## src/rtl/vit_frame_ctrl.sv

```systemverilog
// Purpose: gathers N soft symbols per frame, holds them steady for the (8,4) decoder, captures its message.
// Latency: message is valid in the (SETTLE+1)th cycle after the cycle that accepts the last symbol.
// Backpressure: in_ready is low while settling; a full output register stalls the controller in SETTLE.
module vit_frame_ctrl #(
    parameter int W      = 6,
    parameter int N      = 8,
    parameter int K      = 4,
    parameter int SETTLE = 2
) (
    input  logic                clk,
    input  logic                reset,
    input  logic                in_valid,
    output logic                in_ready,
    input  logic signed [W-1:0] in_sym,
    input  logic                in_sof,
    output logic [N*W-1:0]      dec_r,
    input  logic [K-1:0]        dec_m,
    output logic                out_valid,
    input  logic                out_ready,
    output logic [K-1:0]        out_m,
    output logic [15:0]         frame_cnt,
    output logic [7:0]          resync_cnt
);
    localparam int              IDXW      = (N > 1) ? $clog2(N) : 1;
    localparam logic [IDXW-1:0] LAST_IDX  = IDXW'(N - 1);
    localparam logic [3:0]      SETTLE_LD = 4'(SETTLE);

    typedef enum logic {S_COLLECT, S_SETTLE} state_t;

    state_t          state_q;
    logic [IDXW-1:0] idx_q;
    logic [3:0]      wait_q;
    logic [N*W-1:0]  slots_q;
    logic            out_valid_q;
    logic [K-1:0]    out_m_q;
    logic [15:0]     frame_cnt_q, frame_cnt_d;
    logic [7:0]      resync_cnt_q, resync_cnt_d;

    logic            accept;
    logic            frame_end;
    logic            out_hs;
    logic            capture;
    logic [IDXW-1:0] wr_idx;

    // A start-of-frame flag always realigns the write pointer to slot 0.
    assign in_ready  = (state_q == S_COLLECT);
    assign accept    = in_valid && in_ready;
    assign wr_idx    = in_sof ? '0 : idx_q;
    assign frame_end = accept && (wr_idx == LAST_IDX);
    assign out_hs    = out_valid_q && out_ready;
    // Sample the decoder only once settled and only if the output register is (or is becoming) free.
    assign capture   = (state_q == S_SETTLE) && (wait_q == 4'd1) && (!out_valid_q || out_ready);

    assign dec_r      = slots_q;
    assign out_valid  = out_valid_q;
    assign out_m      = out_m_q;
    assign frame_cnt  = frame_cnt_q;
    assign resync_cnt = resync_cnt_q;

    // Frame sequencer: collect symbols, settle the decoder, capture into the output register.
    always_ff @(posedge clk) begin
        if (reset) begin
            state_q     <= S_COLLECT;
            idx_q       <= '0;
            wait_q      <= 4'd0;
            slots_q     <= '0;
            out_valid_q <= 1'b0;
            out_m_q     <= '0;
        end else begin
            case (state_q)
                S_COLLECT: begin
                    if (accept) begin
                        for (int i = 0; i < N; i++) begin
                            if (wr_idx == IDXW'(i)) begin
                                slots_q[i*W +: W] <= in_sym;
                            end
                        end
                        if (frame_end) begin
                            idx_q   <= '0;
                            wait_q  <= SETTLE_LD;
                            state_q <= S_SETTLE;
                        end else begin
                            idx_q <= wr_idx + IDXW'(1);
                        end
                    end
                end
                S_SETTLE: begin
                    if (wait_q > 4'd1) begin
                        wait_q <= wait_q - 4'd1;
                    end else if (capture) begin
                        out_m_q <= dec_m;
                        state_q <= S_COLLECT;
                    end
                end
                default: state_q <= S_COLLECT;
            endcase

            // A capture on the same edge as a handshake keeps the register full with the new message.
            if (capture) begin
                out_valid_q <= 1'b1;
            end else if (out_hs) begin
                out_valid_q <= 1'b0;
            end
        end
    end

    // Next-state for the statistics counters: delivered frames wrap, resyncs saturate.
    always_comb begin
        frame_cnt_d  = frame_cnt_q;
        resync_cnt_d = resync_cnt_q;
        if (out_hs) begin
            frame_cnt_d = frame_cnt_q + 16'd1;
        end
        if (accept && in_sof && (idx_q != '0) && (resync_cnt_q != 8'hFF)) begin
            resync_cnt_d = resync_cnt_q + 8'd1;
        end
    end

    // Statistics counter registers.
    always_ff @(posedge clk) begin
        if (reset) begin
            frame_cnt_q  <= 16'd0;
            resync_cnt_q <= 8'd0;
        end else begin
            frame_cnt_q  <= frame_cnt_d;
            resync_cnt_q <= resync_cnt_d;
        end
    end

endmodule

```

## config.mk

```make
export PLATFORM = sky130hd
export DESIGN_NAME = vit_frame_ctrl
export DESIGN_NICKNAME = d
export VERILOG_FILES = /design/src/rtl/vit_frame_ctrl.sv
export SDC_FILE = /design/constraint.sdc
export NUM_CORES = 1
export LEC_CHECK = 0
export ABC_AREA = 1
export BUFFER_PORTS_ARGS = -buffer_cell sky130_fd_sc_hd__clkbuf_2
export CORE_ASPECT_RATIO = 0.9
export CORE_MARGIN = 1.5
export CORE_UTILIZATION = 30
export CTS_CLUSTER_SIZE = 14
export DETAILED_ROUTE_END_ITERATION = 16
export GPL_ROUTABILITY_DRIVEN = 0
export PLACE_DENSITY = 0.61
export SYNTH_ARGS = -nofsm -noshare
export SYNTH_HDL_FRONTEND = slang
export SYNTH_SLANG_ARGS = --single-unit
```

## constraint.sdc

```tcl
create_clock -name clk -period 4.6 [get_ports clk]
set_clock_uncertainty 0.05 [all_clocks]
set_input_delay 0.46 -clock clk [delete_from_list [all_inputs] [get_ports clk]]
set_output_delay 0.46 -clock clk [all_outputs]
set_load 0.01 [all_outputs]
```

# Word level (Yosys, flattened, before mapping)
# Cells that the tools add are included.
# word_totals
reg_bits	85
latchBits	0
mem_bits_rw	0
romBits	0
inputBits	15
output_inout_bits	78
mem_count	0
# classes
n_addsub	4
mul	0
div	0
magnitude_cmp	1
eq_ne	12
shift	0
muxes	13
bitwise_logic	2
n_reduce_logical	24
# ops
cell	n
$reduce_and A3 Y1	10
$add A16 B1 Y16 const B	1
$eq A3 B3 Y1 const B	4
$mux W4	3
$add A8 B1 Y8 const B	1
$logic_and A1 B1 Y1	8
$ne A8 B8 Y1 const B	1
$pmux W4 S2	1
$eq A3 B2 Y1 const B	2
$mux W1	6
$mux W3	2
$ne A2 B1 Y1 const B	3
$eq A4 B1 Y1 const B	1
$gt A4 B1 Y1 const B	1
$sub A4 B1 Y4 const B	1
$add A3 B1 Y3 const B	1
$eq A3 B1 Y1 const B	1
$logic_not A3 Y1	1
$reduce_bool A3 Y1	1
$not A1 Y1	2
$pmux W1 S2	1
$reduce_and A2 Y1	1
$reduce_bool A2 Y1	1
$logic_not A1 Y1	1
$logic_or A1 B1 Y1	1

# Longest topological paths before layout
# logic_depth
ltp_word	6
ltp_mapped	10
mapped_depth_nobuf	10

# Worst setup path after synthesis
# Ideal clock, no wire load.
# synth_timing
kind	input to register
from	input in_sof
to	register wait_q[3]
t_arrival_ps	1653
required_time_ps	4435
slack_ps	2782
path_stages	9
path_buffers	1
path_cell_list	nor2_1 ha_1 ha_1 buf_1 nand2_2 nand2_1 nand3_1 nand2_1 nor2_1
# synth_between
elab_chain_cells	5
# synth_rtl
item	line	text
from (decl)	15	input logic in_sof,
$mux W3	48	assign wr_idx = in_sof ? '0 : idx_q;
$eq A3 B3 Y1	49	assign frame_end = accept && (wr_idx == LAST_IDX);
$logic_and A1 B1 Y1	49	
$ne A2 B1 Y1 (no source line)	--	
$reduce_and A3 Y1 (no source line)	--	
to (signal assigned)	89	wait_q <= wait_q - 4'd1;
to (decl)	32	logic [3:0] wait_q;
# Every way passes these cells.
# A chain may end at the register's enable or synchronous reset.

==> reports/results.ini <==
[clocking]
cts.sinks = 85
cts_setup_buffers = 0
cts_buffer_depth = 2
clk_pin_slew_worst_paths_ns = 0.06
htreeDepth = 3
clockRootBuffer = clkbuf_16
cts_resized = 0
cts_tree = built
cts_made_buffers = 9
clk_latency_ns = 0.33
hold_buffers = 0

[worst_setup_path]
reg2regPathDepth = 9
ff2ff_setup_slack_ns = 2.58
critPathLaunchType = primary input
required_ns = 4.77
r2r_start = idx_q[0]$_SDFFE_PP0P_
worstSetupStartpoint = reset
crit_fanout = 36
crit_type = primary input to flip-flop
timing.rr.end = wait_q[2]$_SDFFE_PP0P_
cp.arrival_ns = 2.25
crit_path_end_kind = flip-flop

[sta]
setup_viol = 0
fmax_mhz = 479
period_needed_ns = 2.09
fin_tns_setup_ns = 0
rsz0062_at_grt = false
tightest_slew_ns = 0.729
worst_slack_ns = 2.51
relSlewSlack_pct = 51.3
fin_crit_sh_pct = 45.4
drv_slew = 0
hold_viol = 0

[pwr]
total_power_mw = 1.63
p_per_area_mw_per_mm2 = 353
irDropWorstVdd_mv = 0.178
leakagePower_nw = 2.01

[yosys]
synth.avg_cell_area_sq_um = 7.46
synth_fp_nets = 519
synth_seq_area_share_pct = 46.2
ys_ff_latch = 85
synthCells = 494
syn-cell-area_sq_mm = 0.00368
synth_warnings = 0
ys_types = 30

[floorplanning]
design.die.area_sq_mm = 0.0130
dieWidth_um = 120
dieHeight_um = 108
initial_utilization_pct = 30.6
num_io_pins = 93
core-area_sq_mm = 0.0120
num_rows = 38

[layout]
post_route_cells_drive_above_1_share_pct = 22.3
final_core_util_pct = 38.5
n_antenna_cell = 0
nNetsFinal = 612
syn2layout_area_growth_pct = 25.6
final_area_sq_mm = 0.00463

[global_routing]
grt_pass1_vias = 3017
grt_max_degree = 55
grt_pass1_wl_um = 14400
track_usage_pct = 13.9
globalRouteOverflowTotal = 0
antenna_found_initial = 0

[detailed_routing]
drt_pass1_iterations = 4
vias = 3382
drc = 0
totalWireLength_um = 9000
drt_iter0_drc = 219
via_per_inst = 4.50
wl_per_cell_um = 12.0
antenna_left = 0

[place]
dp_hpwl_um = 6680
portBuffers = 92
place_ws_ns = 1.66
placed_cell_area_sq_mm = 0.00428

[min_path]
hold_start = dec_m[2]
worstHoldPathCells = 3
worst_hold_path_type = primary input to flip-flop
min_to = out_m[2]$_SDFFE_PP0P_

[run]
max_cap_viol_count = 0

[status]
status = completed

==> layout make-up <==
| type | count | area, sq um |
|---|---|---|
| fill | 1267 | 7400 |
| clock inverter | 5 | 81.3 |
| tap | 160 | 200 |
| timing repair buffer | 93 | 488 |
| inverter | 48 | 185 |
| sequential | 85 | 1700 |
| multi-input combinational | 350 | 1730 |
| clock buffer | 11 | 243 |
==> synthesized netlist by cell type <==
library cell	instances	area, sq um
o21ai_1	1	5.00
a21oi_1	36	180
clkbuf_1	6	22.5
nand3b_1	1	7.51
nand2_1	91	342
nor3_4	1	16.3
nand3_4	5	87.6
nand4_1	6	37.5
clkinv_1	1	3.75
inv_2	3	11.3
o21bai_1	2	15.0
clkinv_2	4	20.0
buf_1	2	7.51
o211ai_1	1	7.51
buf_12	1	20.0
xor2_1	3	26.3
inv_1	40	150
nand3_2	1	10.0
a211oi_1	1	7.51
nor2_4	5	56.3
buf_8	1	15.0
buf_2	1	5.00
o21ai_0	46	230
ha_1	10	125
nor2_1	106	398
nand2_2	4	25.0
dfxtp_1	85	1700
nor3_1	3	15.0
nand3_1	26	130
nor2_2	1	6.26
==> how the worst max path moves through the flow <==
| stage | to |
|---|---|
| final | dec_r[1]$_SDFFE_PP0P_ |
| after global routing | dec_r[1]$_SDFFE_PP0P_ |
| after CTS | wait_q[3]$_SDFFE_PP0P_ |
| after floorplan | wait_q[3]$_SDFFE_PP0P_ |
| after detailed placement | wait_q[3]$_SDFFE_PP0P_ |
| after global placement | wait_q[3]$_SDFFE_PP0P_ |
==> state kept, by name (all words and copies together) (netlist names) <==
name / count
dec_r: 48
resync_cnt: 8
frame_cnt: 16
out_valid: 1
idx_q: 3
state_q: 1
out_m: 4
wait_q: 4
==> cells by family after synthesis <==
logic type	share of synthesized area, %
flops	46.2
xor+xnor	0.713
fa+ha+maj	3.40
simple gates	30.7
compound gates	12.1
buf+inv	6.93
==> power by group <==
| part | switching [mW] | internal, mW |
|---|---|---|
| registers | 0.00802 | 0.750 |
| clock network | 0.281 | 0.491 |
| logic | 0.0699 | 0.0347 |
| total | 0.359 | 1.28 |
==> cells in the final DEF, fill, tap and decap left out, types with 4 or more instances in the layout <==
cell type / instances
nand3_4: 5
nor2_1: 106
nand3_1: 26
clkinv_2: 5
nand2_1: 91
inv_1: 40
ha_1: 10
clkbuf_2: 92
nor2_4: 5
dfxtp_1: 85
nand2_2: 4
a21oi_1: 36
nand4_1: 6
clkbuf_16: 9
o21ai_0: 46
==> layer usage <==
layer / vias up / track usage [%] / part of all wire [%]
met5: - / 0 / 0
met4: 0 / 5.78 / 0.86
met3: 4 / 2.74 / 3.4
met2: 66 / 22.3 / 47
met1: 1532 / 18.4 / 49
li1: 1780 / - / -
==> worst max-delay path: stages <==
cell and delay (ns):
clkbuf_2 0.49, clkinv_1 0.72, buf_16 0.39, o21ai_0 0.10, nor2_1 0.06
==> through the flow <==
step	std cells	hold slack [ns]
global route	752	0.322
CTS	751	0.311
finish	752	0.321
detailed placement	735	0.409
global placement	735	0.402
floorplan	494	0.400
No activity file was read; power rests on OpenSTA's default activity.
